`config.mk`:
```
export PLATFORM = sky130hd
export DESIGN_NAME = ksa_shuffle_responder
export DESIGN_NICKNAME = d
export VERILOG_FILES = /design/src/rtl/ksa_shuffle_responder.sv
export SDC_FILE = /design/constraint.sdc
export NUM_CORES = 1
export LEC_CHECK = 0
export CAP_MARGIN = 20
export CORE_MARGIN = 5
export CORE_UTILIZATION = 35
export DETAILED_ROUTE_END_ITERATION = 8
export GPL_TIMING_DRIVEN = 1
export HOLD_SLACK_MARGIN = 0.1
export PLACE_DENSITY = 0.7
export SETUP_SLACK_MARGIN = 0.2
export SLEW_MARGIN = 20
export SYNTH_ARGS = -nofsm -noshare
export SYNTH_HDL_FRONTEND = slang
export SYNTH_SLANG_ARGS = --single-unit
```
`constraint.sdc`:
```
create_clock -name clk -period 2.33 [get_ports clk]
set_input_delay 0.5825 -clock clk [delete_from_list [all_inputs] [get_ports clk]]
set_output_delay 0.5825 -clock clk [all_outputs]
set_load 0.1 [all_outputs]
```
`src/rtl/ksa_shuffle_responder.sv`:
```
// RC4 key-scheduling responder: on a start pulse, runs the 256-iteration swap
// loop over the shared S-box RAM and returns a one-cycle finish pulse.
module ksa_shuffle_responder #(
    parameter  int KEY_BYTES = 3,
    localparam int KEY_W     = 8*KEY_BYTES
) (
    input  logic             clk,
    input  logic             reset,
    input  logic             start,
    input  logic [KEY_W-1:0] secret_key,
    input  logic [7:0]       mem_q,
    output logic [7:0]       mem_addr,
    output logic [7:0]       mem_data,
    output logic             mem_wren,
    output logic             busy,
    output logic             finish
);

    typedef enum logic [2:0] {
        IDLE, RD_SI, LD_SI, RD_SJ, LD_SJ, WR_SI, WR_SJ, DONE
    } state_t;

    state_t      r_state, w_next;
    logic [7:0]  r_i, r_j, r_si, r_sj;
    logic [2:0]  r_k;
    logic [7:0]  r_key [KEY_BYTES];
    logic [7:0]  w_keybyte;
    logic        w_accept;
    logic        w_last;

    assign w_accept  = (r_state == IDLE) && start;
    assign w_last    = (r_i == 8'hFF);
    assign w_keybyte = r_key[r_k];

    always_ff @(posedge clk) begin
        if (reset) r_state <= IDLE;
        else       r_state <= w_next;
    end

    always_comb begin
        w_next = r_state;
        case (r_state)
            IDLE:    if (start) w_next = RD_SI;
            RD_SI:   w_next = LD_SI;
            LD_SI:   w_next = RD_SJ;
            RD_SJ:   w_next = LD_SJ;
            LD_SJ:   w_next = WR_SI;
            WR_SI:   w_next = WR_SJ;
            WR_SJ:   w_next = w_last ? DONE : RD_SI;
            DONE:    w_next = IDLE;
            default: w_next = IDLE;
        endcase
    end

    always_comb begin
        mem_addr = 8'h00;
        mem_data = 8'h00;
        mem_wren = 1'b0;
        busy     = (r_state != IDLE);
        finish   = (r_state == DONE);
        case (r_state)
            RD_SI:   mem_addr = r_i;
            RD_SJ:   mem_addr = r_j;
            WR_SI:   begin mem_addr = r_i; mem_data = r_sj; mem_wren = 1'b1; end
            WR_SJ:   begin mem_addr = r_j; mem_data = r_si; mem_wren = 1'b1; end
            default: ;
        endcase
    end

    // Key is held internally so the sequencer may change secret_key mid-run.
    always_ff @(posedge clk) begin
        if (!reset && w_accept)
            for (int b = 0; b < KEY_BYTES; b++)
                r_key[b] <= secret_key[KEY_W-1-8*b -: 8];
    end

    always_ff @(posedge clk) begin
        if (reset) begin
            r_i  <= 8'h00;
            r_j  <= 8'h00;
            r_k  <= 3'd0;
            r_si <= 8'h00;
            r_sj <= 8'h00;
        end else begin
            case (r_state)
                IDLE: if (start) begin
                    r_i <= 8'h00;
                    r_j <= 8'h00;
                    r_k <= 3'd0;
                end
                LD_SI: begin
                    r_si <= mem_q;
                    r_j  <= r_j + mem_q + w_keybyte;
                end
                LD_SJ: r_sj <= mem_q;
                // Key index wraps by compare so no modulo divider is needed.
                WR_SJ: if (!w_last) begin
                    r_i <= r_i + 8'd1;
                    r_k <= (r_k == 3'(KEY_BYTES-1)) ? 3'd0 : r_k + 3'd1;
                end
                default: ;
            endcase
        end
    end

endmodule

```
==> results of run 1 <==
==> stage by stage <==
stage / instance area [um^2] / worst slack (ns) / std cells
after global routing: 4700 / -0.349 / 516
after CTS: 4570 / -0.244 / 508
after floorplan: 3230 / -0.102 / 312
after detailed placement: 4240 / -0.714 / 487
after global placement: 4240 / -0.582 / 487
final: 4700 / -0.253 / 516
==> report_power, final <==
part	leakage (uW)	total, uW	internal (uW)	switching (uW)
Clock	0.000104	1000	559	443
Combinational	0.00103	613	303	311
Sequential	0.000548	1250	1210	39.9
==> routing by layer <==
layer	up-vias	share of wire [%]	track usage, %
met5	-	0	0
li1	1285	-	-
met2	77	50	23.8
met1	1243	42	17.1
met4	0	3.2	8.04
met3	18	4.8	3.45
==> cell type report <==
class / count / area share, %
Inverter: 9 / 0.718
Tap cell: 108 / 2.87
Antenna cell: 1 / 0.0532
Multi-Input combinational cell: 222 / 36.0
Timing Repair Buffer: 96 / 23.1
Clock inverter: 6 / 1.38
Sequential cell: 64 / 32.7
Clock buffer: 10 / 3.17
==> critical path, stage by stage <==
cell	delay, ns
clkdlybuf4s50_1	0.46
fa_1	0.49
ha_1	0.30
nor2b_2	0.17
o31ai_2	0.22
a21oi_1	0.12
or4_1	0.41
nand3_1	0.10
==> placed cells by master (no fill, tap or decap), types with 4 or more instances in the layout <==
cell	count
clkbuf_8	9
xnor2_1	5
mux2i_1	16
nand3_1	5
buf_4	38
ha_1	6
dfxtp_4	4
clkdlybuf4s50_1	31
nor2_1	28
inv_1	8
xor2_1	5
fa_1	6
a21oi_1	18
o21ai_1	9
edfxtp_1	24
dfxtp_1	35
a22o_4	4
o21ai_0	4
nor3_1	6
a22oi_2	8
buf_12	20
nand2_1	38
nor2b_4	10
==> flip-flops by register name (all words and copies together), names as in the netlist, named ones only <==
name / cells
r_k: 3
r_state: 3
r_j: 8
r_si: 8
r_i: 8
r_key: 24
r_sj: 8
==> worst max path at each step <==
stage / start / end / slack [ns] / cells past startpoint
after floorplan: register / r_j[7]$_SDFFE_PP0P_ / -0.10 / 12
after global placement: mem_q[0] / r_j[7]$_SDFFE_PP0P_ / -0.58 / 10
after detailed placement: mem_q[0] / r_j[7]$_SDFFE_PP0P_ / -0.71 / 10
after CTS: register / r_j[7]$_SDFFE_PP0P_ / -0.24 / 11
after global routing: register / r_j[7]$_SDFFE_PP0P_ / -0.35 / 9
final: mem_q[3] / r_j[7]$_SDFFE_PP0P_ / -0.25 / 8
==> cells by family after synthesis <==
kind of cell / share of synthesized area (%)
buffers and inverters: 3.63
flip-flops: 48.5
AND/OR/NAND/NOR: 17.2
XOR/XNOR: 2.79
adder cells (fa/ha/maj): 7.90
AO/OA/AOI/OAI: 14.9
multiplexers: 5.11
==> timing repair <==
| item | in CTS | in global routing |
|---|---|---|
| endpoints found under the setup margin | 24 | 21 |
| pin swaps | 8 | 14 |
| cloned | 1 | 1 |
| resized for setup | 34 | 15 |
| setup buffers | 4 | 6 |
==> results.sh, run 1 <==
export IMPL_grt_pass1_vias=2735
export IMPL_tns_ns=-0.546
export IMPL_hpwl_um=5740
export IMPL_start_kind="input pin"
export IMPL_drv_slew=0
export IMPL_postRouteAntennaNets=0
export IMPL_worstPathRequired_ns=2.60
export IMPL_reg2reg_setup_slack_ns=-0.24
export IMPL_arrival_ns=2.86
export IMPL_drive_gt1_share_pct=32.2
export IMPL_setup_viol=5
export IMPL_status="complete, but fails checks"
export IMPL_holdPathEnd="r_si[2]$_SDFFE_PP0P_"
export IMPL_synth_commonest_cells="dfxtp_1 (40), nand2_1 (38), nor2_1 (30)"
export IMPL_die_w_um=105
export IMPL_drt_initial_drc_count=130
export IMPL_start_util_pct=35.9
export IMPL_clk_pin_slew_worst_paths_ns=0.07
export IMPL_vias=2623
export IMPL_fin_nets=452
export IMPL_cts_buffer_depth=2
export IMPL_crit_fanout=2
export IMPL_ff2ff_path_depth=9
export IMPL_grt_max_degree=25
export IMPL_max_slew_margin_pct=61.9
export IMPL_seq_area_mm2=0.00154
export IMPL_antenna_found_initial=1
export IMPL_clk_latency_ns=0.34
export IMPL_route_detailed_drc=0
export IMPL_yosysTopAreaCellShare_pct=25.5
export IMPL_ir_worst_vdd_mv=0.362
export IMPL_syn2layout_area_growth_pct=50.0
export IMPL_die_area_mm2=0.0109
export IMPL_ios=54
export IMPL_clockRootBuffer="clkbuf_8"
export IMPL_yosys_area_top_type="dfxtp_1"
export IMPL_min_from="r_si[2]$_SDFFE_PP0P_"
export IMPL_ys_ff_latch=64
export IMPL_p_leak_uw=0.00168
export IMPL_maxCapViolations=0
export IMPL_multiInputGateArea_mm2=0.00169
export IMPL_timing_rr_end="r_j[7]$_SDFFE_PP0P_"
export IMPL_wire_per_inst_um=15.1
export IMPL_cts_buffers=9
export IMPL_fin_crit_sh_pct=111
export IMPL_finalWirelength_um=7770
export IMPL_avgViaCountPerCell=5.08
export IMPL_h_tree_depth=3
export IMPL_grt_first_pass_wirelength_um=12800
export IMPL_row_count=34
export IMPL_hold_path_cell_count=2
export IMPL_fin_skew_ns=0.00428
export IMPL_synthesis_area_mm2=0.00313
export IMPL_cts_tree="done"
export IMPL_crit_path_end_kind="register"
export IMPL_min_period_ns=2.58
export IMPL_die_h_um=105
export IMPL_io_buffers=53
export IMPL_grt_setup_unrepaired="yes"
export IMPL_yosys_warnings=0
export IMPL_syn_avg_cell_area_um2=10.0
export IMPL_drt_first_pass_iters=5
export IMPL_nFillCells=755
export IMPL_overflow=0
export IMPL_synth_edf_count=24
export IMPL_synthArstFlopShare_pct=0
export IMPL_fin_util_pct=53.9
export IMPL_power_density_mw_per_mm2=610
export IMPL_synth_fp_nets=362
export IMPL_yosys_top_cells_area="dfxtp_1 (26%), edfxtp_1 (23%), fa_1 (5.1%)"
export IMPL_hp_class="reg2reg"
export IMPL_syn_inst=312
export IMPL_hold_ws_ns=0.472
export IMPL_place_congestion=0.889
export IMPL_ys_seq_area_share_pct=48.5
export IMPL_total_power_uw=2870
export IMPL_cts_hold_repair_buffers=0
export IMPL_ys_flop_type="dfxtp_1"
export IMPL_yosysMostFrequentCell="dfxtp_1"
export IMPL_finalWorstSetupSlack_ns=-0.253
export IMPL_clock_sinks=64
export IMPL_tightest_slew_ns=0.568
export IMPL_path_class="in2reg"
export IMPL_fmax_ghz=0.387
export IMPL_core_mm2=0.00872
export IMPL_grtUsageTotal_pct=14.4
export IMPL_failed_checks="setup timing"
export IMPL_hold_violations=0
export IMPL_synthDistinctLibCells=47
Power figures use the tool's default switching activity.
==> run 2: changes to the inputs <==
--- a/config.mk
+++ b/config.mk
@@ -11,7 +11,7 @@
 export DETAILED_ROUTE_END_ITERATION = 8
 export GPL_TIMING_DRIVEN = 1
 export HOLD_SLACK_MARGIN = 0.1
-export PLACE_DENSITY = 0.7
+export PLACE_DENSITY = 0.67
 export SETUP_SLACK_MARGIN = 0.2
 export SLEW_MARGIN = 20
 export SYNTH_ARGS = -nofsm -noshare
==> run 2 against run 1 <==
Clock power fell by 13%. Highest routed layer unchanged. Via count fell by 2.3%. Die area did not move. The flow still finishes with violations (setup timing).
==> results.sh, run 2 (synthesis gave the netlist of run 1 again) <==
export IMPL_power_density_mw_per_mm2=591
export IMPL_wl_met3_um=307
export IMPL_wirelength_met1_um=3300
export IMPL_grt_pass1_vias=2593
export IMPL_hold_violations=0
export IMPL_fin_crit_sh_pct=108
export IMPL_min_period_ns=2.51
export IMPL_fmax_ghz=0.399
export IMPL_clk_latency_ns=0.33
export IMPL_ir_worst_vdd_mv=0.345
export IMPL_overflow=0
export IMPL_vias=2563
export IMPL_hp_class="reg2reg"
export IMPL_postRouteAntennaNets=0
export IMPL_top_register="r_key"
export IMPL_drive_gt1_share_pct=30.8
export IMPL_fin_skew_ns=0.00553
export IMPL_antenna_cells=0
export IMPL_die_area_mm2=0.0109
export IMPL_clock_sinks=64
export IMPL_max_slew_margin_pct=57.6
export IMPL_status="complete, but fails checks"
export IMPL_start_util_pct=35.9
export IMPL_failed_checks="setup timing"
export IMPL_die_h_um=105
export IMPL_finalWirelength_um=7370
export IMPL_grtUsageTotal_pct=14.0
export IMPL_crit_path_end_kind="register"
export IMPL_wire_per_inst_um=14.5
export IMPL_route_detailed_drc=0
export IMPL_hpwl_um=5480
export IMPL_nFillCells=760
export IMPL_fin_util_pct=53.1
export IMPL_start_kind="input pin"
export IMPL_grt_first_pass_wirelength_um=12500
export IMPL_grt_max_degree=25
export IMPL_wl_met2_um=3680
export IMPL_syn2layout_area_growth_pct=47.6
export IMPL_drt_initial_drc_count=134
export IMPL_arrival_ns=2.78
export IMPL_drt_first_pass_iters=5
export IMPL_h_tree_depth=3
export IMPL_finalWorstSetupSlack_ns=-0.179
export IMPL_path_class="in2reg"
export IMPL_final_common_cell="nand2_1"
export IMPL_clk_pin_slew_worst_paths_ns=0.07
export IMPL_setup_viol=5
export IMPL_row_count=34
export IMPL_hold_ws_ns=0.468
export IMPL_antenna_found_initial=0
export IMPL_grt_setup_unrepaired="yes"
export IMPL_clockRootBuffer="clkbuf_8"
export IMPL_fin_area_mm2=0.00463
export IMPL_cts_buffers=9
export IMPL_avgViaCountPerCell=5.05
export IMPL_p_leak_uw=0.00163
export IMPL_place_congestion=0.815
export IMPL_core_mm2=0.00872
export IMPL_fin_nets=445
export IMPL_cts_buffer_depth=2
export IMPL_drv_slew=0
export IMPL_top_layer_used="met4"
export IMPL_cts_hold_repair_buffers=0
export IMPL_place_area_mm2=0.00422
export IMPL_largest_register_ffs=24
export IMPL_io_buffers=53
export IMPL_cts_tree="done"
export IMPL_die_w_um=105
export IMPL_ios=54
export IMPL_maxCapViolations=0
export IMPL_tightest_slew_ns=0.632
export IMPL_final_cell_mix="nand2_1 (37), dfxtp_1 (35), clkdlybuf4s50_1 (31)"
export IMPL_crit_fanout=2
export IMPL_worstPathRequired_ns=2.60
[run 2: critical path, stage by stage]
cell and delay [ns]:
clkdlybuf4s50_1 0.47, fa_1 0.50, ha_1 0.30, nor2b_4 0.15, o31ai_4 0.19, a21oi_2 0.08
or4_1 0.41, nand3_1 0.09
[run 2: cell type report]
type | instances | area (um^2) | share of cell area (%)
clock buffer | 10 | 128 | 2.76
sequential | 64 | 1540 | 33.3
clock inverter | 6 | 50.0 | 1.08
multi-input combinational | 222 | 1710 | 37.0
inverter | 9 | 33.8 | 0.730
timing repair buffer | 89 | 1030 | 22.2
tap | 108 | 135 | 2.92
[run 2: routing by layer]
metal | vias up | track usage, %
li1 | 1265 | -
met1 | 1228 | 18.1
met2 | 61 | 23.3
met3 | 9 | 2.84
met4 | 0 | 4.93
met5 | - | 0
[run 2: power breakdown]
part,leakage [uW],switching (uW),internal [uW]
clock,0.0000902,390,478
sequential,0.000549,40.7,1210
combinational,0.000991,312,300
[run 2: stage by stage]
step                power, uW  std cells  setup slack, ns  TNS (ns)
global placement         1790        485           -0.602     -2.61
CTS                      2720        508           -0.238    -0.469
floorplan                1570        312           -0.102    -0.140
detailed placement       1800        485           -0.647     -2.90
finish                   2730        508           -0.179    -0.428
global route             2870        508           -0.283    -0.984
[run 2: final timing paths]
path / end / startpoint / depth (start not counted) / slack (ns)
min reg2reg: r_si[7]$_SDFFE_PP0P_ / r_si[7]$_SDFFE_PP0P_ / 2 / 0.47
min: r_si[7]$_SDFFE_PP0P_ / r_si[7]$_SDFFE_PP0P_ / 2 / 0.47
max: r_j[7]$_SDFFE_PP0P_ / mem_q[3] / 8 / -0.18
max reg2reg: r_j[7]$_SDFFE_PP0P_ / register / 11 / -0.17
[run 2: what timing repair did]
action / CTS / global route
buffers inserted: 5 / 0
setup endpoints to repair: 23 / 21
resized for setup: 35 / 22
pin swaps: 6 / 5
gates cloned: 2 / 0
==> run 3: changes to the inputs <==
--- a/config.mk
+++ b/config.mk
@@ -6,12 +6,11 @@
 export NUM_CORES = 1
 export LEC_CHECK = 0
 export CAP_MARGIN = 20
-export CORE_MARGIN = 5
 export CORE_UTILIZATION = 35
 export DETAILED_ROUTE_END_ITERATION = 8
 export GPL_TIMING_DRIVEN = 1
 export HOLD_SLACK_MARGIN = 0.1
-export PLACE_DENSITY = 0.67
+export PLACE_DENSITY = 0.65
 export SETUP_SLACK_MARGIN = 0.2
 export SLEW_MARGIN = 20
 export SYNTH_ARGS = -nofsm -noshare
==> constraint.sdc (replaced) <==
create_clock -name clk -period 2.5 [get_ports clk]
set_input_delay 0.625 -clock clk [delete_from_list [all_inputs] [get_ports clk]]
set_output_delay 0.625 -clock clk [all_outputs]
set_load 0.1 [all_outputs]
==> run 3 against run 2 <==
Clock power is 0.6% lower. Sequential power is 6% lower. Hold slack worse by 0.014 ns. Flip-flop and latch count stayed put. Power is 6.3% lower. Combinational power is 13% lower. Sequential share of layout area is 0.36 points higher. Final area is 1.8% lower. Clock skew is 0.00097 ns higher. The run still ends with setup timing left. Die area is 15% lower. Non-clock buffer count is 1 lower. Register-to-register slack better by 0.06 ns.
==> results.sh, run 3 (synthesis gave the netlist of run 1 again) <==
export IMPL_crit_fanout=7
export IMPL_grt_pass1_vias=2511
export IMPL_row_count=34
export IMPL_failed_checks="setup timing"
export IMPL_max_slew_margin_pct=62.2
export IMPL_grt_first_pass_wirelength_um=12000
export IMPL_overflow=0
export IMPL_place_congestion=0.855
export IMPL_h_tree_depth=3
export IMPL_power_density_mw_per_mm2=563
export IMPL_drive_gt1_share_pct=27.8
export IMPL_worstPathRequired_ns=2.78
export IMPL_cts_buffer_depth=2
export IMPL_seqPwrFrac_pct=45.6
export IMPL_grt_max_degree=36
export IMPL_min_period_ns=2.61
export IMPL_die_h_um=96.6
export IMPL_pwr_share_comb_pct=20.8
export IMPL_drv_slew=0
export IMPL_grt_setup_unrepaired="yes"
export IMPL_min_from="r_si[6]$_SDFFE_PP0P_"
export IMPL_timing_rr_end="r_j[7]$_SDFFE_PP0P_"
export IMPL_path_class="reg2reg"
export IMPL_crit_path_end_kind="register"
export IMPL_hpwl_um=5230
export IMPL_start_kind="register"
export IMPL_io_buffers=53
export IMPL_fin_skew_ns=0.00650
export IMPL_antenna_found_initial=0
export IMPL_grtUsageTotal_pct=16.1
export IMPL_stdcell_count=507
export IMPL_pre_cts_slack_ns=-0.604
export IMPL_core_mm2=0.00868
export IMPL_cts_buffers=9
export IMPL_final_cell_mix="nand2_1 (38), dfxtp_1 (36), clkdlybuf4s50_1 (30), buf_4 (30), nor2_1 (29)"
export IMPL_hp_class="reg2reg"
export IMPL_setup_viol=2
export IMPL_syn2layout_area_growth_pct=45.0
export IMPL_final_common_cell="nand2_1"
export IMPL_clk_latency_ns=0.34
export IMPL_arrival_ns=2.90
export IMPL_antenna_cells=0
export IMPL_place_area_mm2=0.00422
export IMPL_drt_first_pass_iters=4
export IMPL_hold_violations=0
export IMPL_postRouteAntennaNets=0
export IMPL_intPower_uw=1880
export IMPL_largest_register_ffs=24
export IMPL_wire_per_inst_um=14.4
export IMPL_top_register="r_key"
export IMPL_ios=54
export IMPL_clockRootBuffer="clkbuf_8"
export IMPL_power_switching_uw=685
export IMPL_clock_sinks=64
export IMPL_fin_area_mm2=0.00454
export IMPL_tightest_slew_ns=0.563
export IMPL_die_area_mm2=0.00934
export IMPL_fmax_ghz=0.383
export IMPL_tns_ns=-0.157
export IMPL_ir_worst_vdd_mv=0.339
export IMPL_finalWirelength_um=7280
export IMPL_ff2ff_path_depth=12
export IMPL_hold_path_cell_count=2
export IMPL_clk_pin_slew_worst_paths_ns=0.07
export IMPL_reg2reg_setup_slack_ns=-0.11
export IMPL_status="complete, but fails checks"
export IMPL_holdPathEnd="r_si[6]$_SDFFE_PP0P_"
export IMPL_fin_nets=444
export IMPL_start_util_pct=36.1
export IMPL_pwr_share_clk_pct=33.6
export IMPL_die_w_um=96.6
export IMPL_fin_crit_sh_pct=105
export IMPL_total_power_uw=2560
export IMPL_route_detailed_drc=0
export IMPL_cts_hold_repair_buffers=0
export IMPL_finalWorstSetupSlack_ns=-0.113
export IMPL_avgViaCountPerCell=5.08
export IMPL_drt_initial_drc_count=132
export IMPL_p_leak_uw=0.00161
export IMPL_maxCapViolations=0
export IMPL_vias=2575
export IMPL_nFillCells=808
export IMPL_dp_cells=482
export IMPL_p_sw_share_pct=26.8
export IMPL_cts_tree="done"
run 3: cell type report:
type,instances,area (um^2),share of cell area (%)
Clock buffer,12,145,3.19
Clock inverter,4,43.8,0.964
Inverter,9,33.8,0.743
Multi-Input combinational cell,222,1630,36.0
Sequential cell,64,1530,33.6
Tap cell,108,135,2.97
Timing Repair Buffer,88,1020,22.5
run 3: metrics by stage:
stage,hold WS [ns],util (%)
after floorplan,0.437,-
final,0.454,52.4
after detailed placement,0.447,48.6
after global placement,0.442,48.6
after global routing,0.472,52.4
after CTS,0.456,51.5
run 3: routing by layer:
metal  GRT usage [%]  part of all wire (%)
met4            8.50                   2.4
met3            2.96                   4.6
met2            25.4                    47
met1            21.1                    46
met5               0                     0
run 3: worst max path at each step:
stage / end / startpoint / cells past startpoint
after floorplan: r_j[7]$_SDFFE_PP0P_ / register / 12
after global placement: r_j[7]$_SDFFE_PP0P_ / mem_q[0] / 10
after detailed placement: r_j[7]$_SDFFE_PP0P_ / mem_q[0] / 10
after CTS: r_j[7]$_SDFFE_PP0P_ / register / 12
after global routing: r_j[7]$_SDFFE_PP0P_ / register / 12
final: r_j[7]$_SDFFE_PP0P_ / register / 12
run 3: worst max-delay path, stage by stage, from the launching register on:
cell	delay (ns)
dfxtp_2	0.33
buf_12	0.13
mux2i_2	0.13
o21ai_1	0.16
fa_1	0.44
ha_2	0.19
inv_2	0.05
fa_2	0.21
nor2b_2	0.06
o31ai_2	0.25
a21oi_1	0.12
or4_1	0.41
nand3_1	0.07
run 3: timing repair:
action                                  4_1_cts  5_1_grt
endpoints found under the setup margin       19       23
buffers inserted                              4        5
pin swaps                                     4        4
gates cloned                                  0        0
resized for setup                            21       10
run 3: power by group through the flow:
stage | sequential, uW | combinational (uW) | clock [uW]
2_1_floorplan | 1180 | 283 | 0
3_3_place_gp | 1180 | 478 | 0
3_5_place_dp | 1190 | 486 | 0
4_1_cts | 1160 | 515 | 878
5_1_grt | 1170 | 582 | 936
6_report | 1170 | 532 | 862
